<file path="src/rtl/led_serial_rx.sv">
// Serial-to-parallel LED display receiver.
// Synchronizes a slow SPI-like link and loads a display register per frame.
module led_serial_rx #(
    parameter int DATA_WIDTH  = 8,
    parameter int SYNC_STAGES = 2
) (
    input  logic                  SysClk,
    input  logic                  SysRst,
    input  logic                  SCLK,
    input  logic                  DINex,
    input  logic                  CSIn,
    input  logic                  CLRIn,
    output logic [DATA_WIDTH-1:0] LedOut,
    output logic                  DataValid,
    output logic                  FrameErr,
    output logic                  Busy
);

    localparam int CW = $clog2(DATA_WIDTH + 2);

    typedef enum logic {
        IDLE,
        SHIFT
    } state_t;

    state_t                  state_q, state_d;
    logic [SYNC_STAGES-1:0]  sclk_sync, din_sync, cs_sync, clr_sync;
    logic [SYNC_STAGES-1:0]  rdy_sync;
    logic                    sclk_d, cs_d, armed;
    logic                    sclk_s, din_s, cs_s, clr_s, rdy;
    logic                    sclk_rise, cs_rise, cs_fall;
    logic [DATA_WIDTH-1:0]   shreg, shreg_d;
    logic [DATA_WIDTH-1:0]   led_d;
    logic [CW-1:0]           cnt, cnt_d;
    logic                    dv_d, fe_d;

    assign sclk_s = sclk_sync[SYNC_STAGES-1];
    assign din_s  = din_sync[SYNC_STAGES-1];
    assign cs_s   = cs_sync[SYNC_STAGES-1];
    assign clr_s  = clr_sync[SYNC_STAGES-1];
    assign rdy    = rdy_sync[SYNC_STAGES-1];

    assign sclk_rise = sclk_s & ~sclk_d;
    assign cs_rise   = cs_s & ~cs_d;
    // A fall only counts once CSIn has truly been seen high after reset,
    // so the synchronizer's reset level cannot fake a frame start.
    assign cs_fall   = ~cs_s & cs_d & armed;

    assign Busy = (state_q == SHIFT);

    // Input synchronizers, edge-detect history and post-reset arming.
    always_ff @(posedge SysClk or negedge SysRst) begin
        if (!SysRst) begin
            sclk_sync <= '0;
            din_sync  <= '0;
            cs_sync   <= '1;
            clr_sync  <= '1;
            rdy_sync  <= '0;
            sclk_d    <= 1'b0;
            cs_d      <= 1'b1;
            armed     <= 1'b0;
        end else begin
            sclk_sync <= {sclk_sync[SYNC_STAGES-2:0], SCLK};
            din_sync  <= {din_sync[SYNC_STAGES-2:0], DINex};
            cs_sync   <= {cs_sync[SYNC_STAGES-2:0], CSIn};
            clr_sync  <= {clr_sync[SYNC_STAGES-2:0], CLRIn};
            rdy_sync  <= {rdy_sync[SYNC_STAGES-2:0], 1'b1};
            sclk_d    <= sclk_s;
            cs_d      <= cs_s;
            if (rdy && cs_s) begin
                armed <= 1'b1;
            end
        end
    end

    // State, shift register, counter and registered output pulses.
    always_ff @(posedge SysClk or negedge SysRst) begin
        if (!SysRst) begin
            state_q   <= IDLE;
            shreg     <= '0;
            cnt       <= '0;
            LedOut    <= '0;
            DataValid <= 1'b0;
            FrameErr  <= 1'b0;
        end else begin
            state_q   <= state_d;
            shreg     <= shreg_d;
            cnt       <= cnt_d;
            LedOut    <= led_d;
            DataValid <= dv_d;
            FrameErr  <= fe_d;
        end
    end

    // Next-state: clear wins, else frame start, shift and frame end.
    always_comb begin
        state_d = state_q;
        shreg_d = shreg;
        cnt_d   = cnt;
        led_d   = LedOut;
        dv_d    = 1'b0;
        fe_d    = 1'b0;
        if (!clr_s) begin
            state_d = IDLE;
            cnt_d   = '0;
            led_d   = '0;
        end else begin
            unique case (state_q)
                IDLE: begin
                    if (cs_fall) begin
                        state_d = SHIFT;
                        shreg_d = '0;
                        cnt_d   = '0;
                    end
                end
                SHIFT: begin
                    if (cs_rise) begin
                        state_d = IDLE;
                        if (cnt == CW'(DATA_WIDTH)) begin
                            led_d = shreg;
                            dv_d  = 1'b1;
                        end else begin
                            fe_d = 1'b1;
                        end
                    end else if (sclk_rise) begin
                        shreg_d = {shreg[DATA_WIDTH-2:0], din_s};
                        if (cnt != CW'(DATA_WIDTH + 1)) begin
                            cnt_d = cnt + CW'(1);
                        end
                    end
                end
                default: state_d = IDLE;
            endcase
        end
    end

endmodule

</file>
<file path="config.mk">
export PLATFORM = sky130hd
export DESIGN_NAME = led_serial_rx
export DESIGN_NICKNAME = d
export VERILOG_FILES = /design/src/rtl/led_serial_rx.sv
export SDC_FILE = /design/constraint.sdc
export NUM_CORES = 1
export LEC_CHECK = 0
export BUFFER_PORTS_ARGS = -buffer_cell sky130_fd_sc_hd__clkbuf_2
export CAP_MARGIN = 30
export CORE_MARGIN = 5
export CORE_UTILIZATION = 54
export DETAILED_ROUTE_END_ITERATION = 12
export PLACE_DENSITY = 0.8
export SYNTH_ARGS = -nofsm -noshare
export SYNTH_HDL_FRONTEND = slang
export SYNTH_SLANG_ARGS = --single-unit
export TNS_END_PERCENT = 10
</file>
<file path="constraint.sdc">
create_clock -name SysClk -period 1.84 [get_ports SysClk]
set_input_delay 0.184 -clock SysClk [delete_from_list [all_inputs] [get_ports SysClk]]
set_output_delay 0.184 -clock SysClk [all_outputs]
set_load 0.005 [all_outputs]
</file>
# Word-level counts from Yosys, hierarchy flattened

Index checks and enable logic that the tools add are counted.

Bits of input ports: 6
Register bits: 36
Logic and storage cells: 65
Output and inout port bits: 11

Mux-type cells: 26
Reduce and logical (&&, ||, !) cells: 4
Bitwise gates (word level): 8
Eq/ne operators: 12
Add/subtract/negate cells: 1

Operator list:

| kind                                                             | count |
|---|---|
| 8-bit 2-to-1 mux                                                 | 7 |
| 4-bit 2-to-1 mux                                                 | 5 |
| 8-bit case mux with 2 select lines                               | 1 |
| 1-bit 2-to-1 mux                                                 | 11 |
| 4-bit case mux with 2 select lines                               | 1 |
| 4-bit AND reduction                                              | 2 |
| 2-bit by 1-bit != test with 1-bit output (second input constant) | 3 |
| 2-bit != test (second input constant)                            | 3 |
| 3-bit by 2-bit != test with 1-bit output (second input constant) | 2 |
| 3-bit != test (second input constant)                            | 2 |
| 4-bit by 1-bit adder with 4-bit output (second input constant)   | 1 |
| 1-bit AND                                                        | 4 |
| 4-bit == test (second input constant)                            | 1 |
| 4-bit != test (second input constant)                            | 1 |
| 1-bit inverter                                                   | 4 |
| 3-bit AND reduction                                              | 1 |
| 1-bit case mux with 2 select lines                               | 1 |
| 1-bit logical AND                                                | 1 |

# Longest topological paths before layout

Gate-level depths: netlist (run 1).

Depth in word-level cells: 6
Depth in mapped cells: 7
Gate-level depth less buffers: 6

# Worst setup path before layout (run 1)

No wires, ideal clock.

Path kind: register to register
Start: register cs_sync[1]
End: register shreg[4]
Path slack: 0.317 ns
Required time: 1.711 ns
Arrival: 1.394 ns
Clock period less this slack: 1.523 ns
Setup time: 0.129 ns
Cell stages (with the launch flop): 7
Cell sequence: dfstp_2 > and4b_1 > a31oi_2 > inv_2 > buf_6 > a31oi_1 > o22ai_1

Cells in the longest elaborated chain, start to end: 5
Elaborated cells between the ends (all ways): 7

RTL lines:

| item                                   | RTL line | source |
|---|---|---|
| from (decl)                            | 27       | `logic [SYNC_STAGES-1:0] sclk_sync, din_sync, cs_sync, clr_sync;` |
| from (signal assigned)                 | 65       | `cs_sync <= {cs_sync[SYNC_STAGES-2:0], CSIn};` |
| 1-bit inverter                         | 47       | `assign cs_fall = ~cs_s & cs_d & armed;` |
| 1-bit AND (2 in series)                | 47       |  |
| 2-bit != test (no source line)         | --       |  |
| 4-bit AND reduction (no source line) * | --       |  |
| to (signal assigned)                   | 87       | `shreg <= shreg_d;` |
| to (decl)                              | 32       | `logic [DATA_WIDTH-1:0] shreg, shreg_d;` |

Mark *: on every way between the ends. The rest lies on a longest branch, timed or not.
A chain may end at the register's enable or synchronous reset.

# Final worst setup path (run 1)

Start: register cs_sync[1]
End: register LedOut[1]

Cells in the longest elaborated chain, start to end: 3

RTL lines:

| item                                                      | RTL line | source |
|---|---|---|
| 1-bit AND                                                 | 44       | `assign cs_rise = cs_s & ~cs_d;` |
| 2-bit by 1-bit != test with 1-bit output (no source line) | --       |  |
| 3-bit AND reduction (no source line)                      | --       |  |
| to (signal assigned)                                      | 89       | `LedOut <= led_d;` |
| to (decl)                                                 | 13       | `output logic [DATA_WIDTH-1:0] LedOut,` |

No other way between the ends.

==> results of run 1 <==
metrics by stage:
step	area [sq um]	total power [mW]	setup WS, ps	hold WS (ps)
after floorplan	1491	0.8933	317.4	-111.6
after global placement	1604	0.9264	163.7	153.3
final	1732	1.466	178.6	320.5
after global routing	1732	1.527	50.18	359.3
after CTS	1730	1.473	41.19	326.6
after detailed placement	1604	0.9338	68.33	155.4
worst register-to-register path: stages (launching register included):
cell and delay [ps]:
dfstp_2 590, nor2b_1 270, and3_2 400, mux2i_1 250
nor2b_1 60
routing by layer:
metal | vias up | GRT usage, % | wire length (microns)
met5 | - | 0 | 0
met4 | 0 | 7.162 | 57
li1 | 500 | - | -
met2 | 29 | 27.20 | 1472
met3 | 6 | 5.935 | 190
met1 | 499 | 18.78 | 1206
path summary, 6_finish.rpt:
kind / start / endpoint / slack [ps] / cells past startpoint
worst max register to register: cs_sync[1]$_DFF_PN1_ / LedOut[1]$_DFFE_PN0P_ / 180 / 4
worst max-delay path: cs_sync[1]$_DFF_PN1_ / LedOut[1]$_DFFE_PN0P_ / 180 / 4
min in group SysClk: cs_sync[0]$_DFF_PN1_ / cs_sync[1]$_DFF_PN1_ / 360 / 0
worst min-delay path: SysRst / LedOut[7]$_DFFE_PN0P_ / 320 / 2
max in group asynchronous: SysRst / cs_sync[0]$_DFF_PN1_ / 910 / 3
worst min register to register: cs_sync[0]$_DFF_PN1_ / cs_sync[1]$_DFF_PN1_ / 360 / 0
flip-flops by register name (all words and copies together), names as in the netlist:
name       count
FrameErr       1
LedOut         8
sclk_sync      2
rdy_sync       2
Busy           1
DataValid      1
shreg          8
cs_d           1
armed          1
cs_sync        2
din_sync       2
cnt            4
sclk_d         1
clr_sync       2
kinds of logic after synthesis:
| kind of cell | count (synthesis) | synth area share, % |
|---|---|---|
| multiplexers | 8 | 5.369 |
| buffers and inverters | 18 | 5.452 |
| AO/OA/AOI/OAI | 26 | 12.42 |
| AND/OR/NAND/NOR | 37 | 13.17 |
| adder cells (fa/ha/maj) | 3 | 2.517 |
| other | 1 | 0.2514 |
| flip-flops | 36 | 60.82 |
cell usage in the layout (no fill, tap or decap), drive strengths merged, types with 2 or more instances in the layout:
cell type     n
a31oi         9
buf           4
clkbuf       22
dfrtp        31
dfstp         5
dlygate4sd3   5
ha            3
inv          12
mux2i         8
nand2         6
nand2b        2
nand3         3
nor2          9
nor2b        10
o21ai         2
o22ai         6
area by class of cell:
type                       instances  area [sq um]  area share (%)
sequential                        36         907.1           52.38
multi-input combinational         75         504.2           29.12
timing repair buffer              25         160.2           9.249
inverter                          12         45.04           2.601
clock buffer                       6         41.29           2.384
tap                               31         38.79           2.240
clock inverter                     2         35.03           2.023
power breakdown:
part / internal (mW) / switching (mW)
Sequential: 0.816 / 0.0176
Combinational: 0.0367 / 0.0570
Clock: 0.285 / 0.255
timing repair:
item | CTS | global route
setup endpoints to repair | 0 | 8
gates resized for setup | 0 | 1
hold buffers | 5 | 0
endpoints found under the hold margin | 20 | 0
Yosys cell counts (all sizes together), types with 2 or more instances:
library cell / instances
inv: 12
dfrtp: 31
nand2b: 2
clkbuf: 3
nor2: 9
ha: 3
nand2: 6
nand3: 3
a31oi: 9
o21ai: 2
dfstp: 5
o22ai: 6
mux2i: 8
nor2b: 10
buf: 3
==> out/results.txt, run 1 <==
grt ovf: 0
YS warnings: 0
GP Congestion: 0.7599
Crit Path Max Fanout: 8
fillers: 228
antenna violations before repair: 0
Hold Path Class: in -> async
Synth Instances: 129
Hold Fails Final Rpt: 0
min Tclk post-route: 1661 ps
Synth top area share: 52.01%
Clock Skew: 15.34 ps
IO Port Bufs: 16
crit share post-route: 90.29%
post-synthesis cell type count: 37
Max stage delay cell, worst path: dfstp_2
CTS tree: built
Pleak: 0.7764 nW
Clock Tree Root: clkbuf_4
Required @ worst endpoint: 2080 ps
unrepaired setup endpoints after global routing: no
crit-path cells: nor2b_1, and3_2, mux2i_1, nor2b_1
status: finished, final reports clean
setup bufs post-CTS: 0
Pwr per Cell Area: 846.9 nW/um^2
Post-route DRC: 0
Synth area leaders: dfrtp_1, dfstp_2, mux2i_1, nor2b_1, a31oi_1
vias per cell: 5.529
first-pass GRT wire length: 4892 microns
Post-synth EDFFs: 0
max-cap violation count: 0
number of diodes: 0
FP Rows: 19
Starting Density: 55.03%
Clock Pin Slew Worst Setup and Hold Paths: 120 ps
WP buf/inv: 0
worst skew pair latency: 340 ps
largest net degree at the start of global routing: 21
Setup crit end kind: flop
boundary pin count: 17
delay-heaviest family, CP: simple AND/OR/NAND/NOR gates
vias: 1034
synthesized area: 1491 sq um
synthesis-to-finish area growth: 16.11%
CP Class: reg -> reg
Yosys reg bits: 36
final setup violation count: 0
post-route ant nets: 0
ys flop type: dfrtp_1
fmax: 601.9 MHz
Seq/Total Area, Yosys: 60.82%
Synth area leader: dfrtp_1
Clock Sinks: 36
most used cell, CP: nor2b_1
GRT Total Usage: 16.36%
TritonRoute pass-1 iters: 7
Avg Synthesized Cell Area: 11.56 sq um
startpoint types: flop
core box area: 2710 sq um
Slew Limit Fails: 0
chip width: 62.56 microns
Core Util, Final: 63.90%
Die Span Y: 62.56 microns
H-tree levels: 2
Non-Filler Instances: 187
Placed Instances: 174
vias in the first global route: 1048
CTS Buffer Depth: 2
maximum VDD drop: 840.1 uV
WL final: 2926 microns
Final nets: 164
Wirelength per Cell: 15.65 microns
cts bufs inserted: 5
die area: 3913 sq um
Worst Path Arrival: 1900 ps
drt first-iter violations: 23
setup TNS: 0 ps
layout cells sized above 1: 23.08%
dpl hpwl: 2083 microns
Post-Syn Nets: 138
worst stage delay on the critical path: 590 ps
async set-reset flop share out of synthesis: 100.0%
Power figures use the tool's default switching activity.
==> inputs of run 2 (changes only) <==
CTS_CLUSTER_DIAMETER = 150   (was default)
PLACE_DENSITY = 0.78   (was 0.8)
==> run 2 against run 1 <==
  * Via count decreased by 1.5%
  * Final cell count down 0.53%
  * Clock-buffer cell count increased by 1
  * Sequential power hardly changed
  * Combinational power fell by 3.0%
  * Clock skew is 2.6 ps higher
  * Worst hold slack improved by 43 ps
  * Non-clock buffer count shrank 1
  * Sequential share of layout area up 1.0 points
  * Critical path type unchanged
  * Highest routed layer unchanged
==> out/results.txt, run 2 (synthesis gave the netlist of run 1 again) <==
Crit Path Max Fanout: 8
Starting Density: 55.03%
CP Class: reg -> reg
CTS Buffer Depth: 2
vias per cell: 5.473
max-cap violation count: 0
WL final: 2721 microns
FF-to-FF path depth: 6
GRT met3 Usage: 6.115%
biggest regs: LedOut: 8 flops, shreg: 8 flops, cnt: 4 flops
GRT Total Usage: 15.53%
Die Span Y: 62.56 microns
Clock Sinks: 36
Final nets: 163
combinational group share of total power: 6.9%
met1 Resource Use GR: 19.62%
maximum VDD drop: 671.7 uV
number of diodes: 0
Power, Total: 1.312 mW
startpoint types: flop
layout cells sized above 1: 21.94%
crit-path cells: inv_1, ha_1, and3b_1, and3_2, mux2i_1, nor2b_1
GP Congestion: 0.8540
vias in the first global route: 1031
worst skew pair latency: 340 ps
Final Cell Area: 1698 sq um
Max stage delay cell, worst path: dfrtp_1
Placed Instances: 173
core box area: 2710 sq um
Slew Limit Fails: 0
Flop pwr share: 63.4%
Pwr per Cell Area: 772.6 nW/um^2
drt first-iter violations: 31
hold path start: rdy_sync[0]$_DFF_PN0_
grt ovf: 0
final setup violation count: 0
synthesis-to-finish area growth: 13.84%
post-route ant nets: 0
boundary pin count: 17
H-tree levels: 2
commonest non-fill, non-tap cell in the layout: dfrtp_1
fmax: 601.7 MHz
setup TNS: 0 ps
crit share post-route: 90.32%
Clock Tree Root: clkbuf_4
Setup crit end kind: flop
hold path depth: 0
Required @ worst endpoint: 2060 ps
Placed Area: 1597 sq um
vias: 1018
dpl hpwl: 1880 microns
switch share: 23.81%
TritonRoute pass-1 iters: 4
worst reg2reg setup slack: 180 ps
reg2reg start: cnt[0]$_DFFE_PN0P_
Non-Filler Instances: 186
cts bufs inserted: 5
Pint: 0.9995 mW
Hold Path Class: reg -> reg
Clock Skew: 17.98 ps
Wirelength per Cell: 14.63 microns
die area: 3913 sq um
Min Hold Slack: 363.8 ps
Hold Fails Final Rpt: 0
setup bufs post-CTS: 0
min Tclk post-route: 1662 ps
most frequent cells in the layout: dfrtp_1, clkbuf_2, inv_1
worst stage delay on the critical path: 450 ps
clock network power share: 29.7%
Clock Pin Slew Worst Setup and Hold Paths: 90 ps
unrepaired setup endpoints after global routing: no
status: finished, final reports clean
gr busiest metal: met2
FP Rows: 19
Worst Path Arrival: 1880 ps
CTS tree: built
Switch Pwr: 0.3123 mW
Post-route DRC: 0
chip width: 62.56 microns
largest net degree at the start of global routing: 37
RR Endpoint: LedOut[6]$_DFFE_PN0P_
Pleak: 0.7587 nW
Hold Path Sink: rdy_sync[1]$_DFF_PN0_
IO Port Bufs: 16
first-pass GRT wire length: 4767 microns
antenna violations before repair: 0
met2 GRT Util: 23.96%
==> run 2: changes by cell type in the layout (fill, tap and decap cells not counted) <==
cell | before | now
bufinv_16 | 1 | 0
clkbuf_1 | 1 | 2
buf_4 | 4 | 3
==> run 2: worst max path at each step <==
stage | start | to | slack (ps)
detailed placement | cnt[0]$_DFFE_PN0P_ | LedOut[6]$_DFFE_PN0P_ | 50
global route | cs_sync[1]$_DFF_PN1_ | LedOut[6]$_DFFE_PN0P_ | 70
CTS | cnt[0]$_DFFE_PN0P_ | LedOut[6]$_DFFE_PN0P_ | 10
floorplan | cs_sync[1]$_DFF_PN1_ | shreg[4]$_DFFE_PN0P_ | 320
finish | cnt[0]$_DFFE_PN0P_ | LedOut[6]$_DFFE_PN0P_ | 180
global placement | cs_sync[1]$_DFF_PN1_ | LedOut[2]$_DFFE_PN0P_ | 160
==> run 2: critical path, delay by kind of cell (launching register included) <==
family,cells,cell delay [ps]
mux,1,240
fa+ha+maj,1,130
simple gates,3,630
flops,1,450
buf+inv,1,90
==> run 2: metrics by stage <==
step           setup WS, ps  utilization (%)
2_1_floorplan         317.4                -
3_3_place_gp          155.6            58.91
3_5_place_dp          45.10            58.91
4_1_cts               11.65            62.60
5_1_grt               68.98            62.65
6_report              178.1            62.65
==> run 2: what timing repair did <==
item,4_1_cts,5_1_grt
endpoints found under the hold margin,35,0
hold buffers,5,0
gates resized for setup,0,1
setup endpoints to repair,0,8
==> run 2: area by class of cell <==
| type | count | area [sq um] |
|---|---|---|
| clock buffers | 7 | 45.04 |
| clock inverters | 1 | 5.005 |
| fillers | 215 | 1012 |
| inverters | 12 | 45.04 |
| multi-input cells | 75 | 504.2 |
| flip-flops and latches | 36 | 907.1 |
| well taps | 31 | 38.79 |
| repair buffers | 24 | 152.6 |
==> run 2: power groups by stage <==
stage                     clock (mW)  combinational [mW]  sequential, mW
after floorplan                    0              0.0531           0.840
final                          0.389              0.0909           0.832
after detailed placement           0              0.0836           0.847
after global placement             0              0.0790           0.845
after CTS                      0.404              0.0917           0.832
after global routing           0.449               0.102           0.836
==> run 2: routing by layer <==
layer	up-vias	wire, microns
li1	495	-
met4	0	56
met3	9	167
met2	28	1272
met5	-	0
met1	486	1224
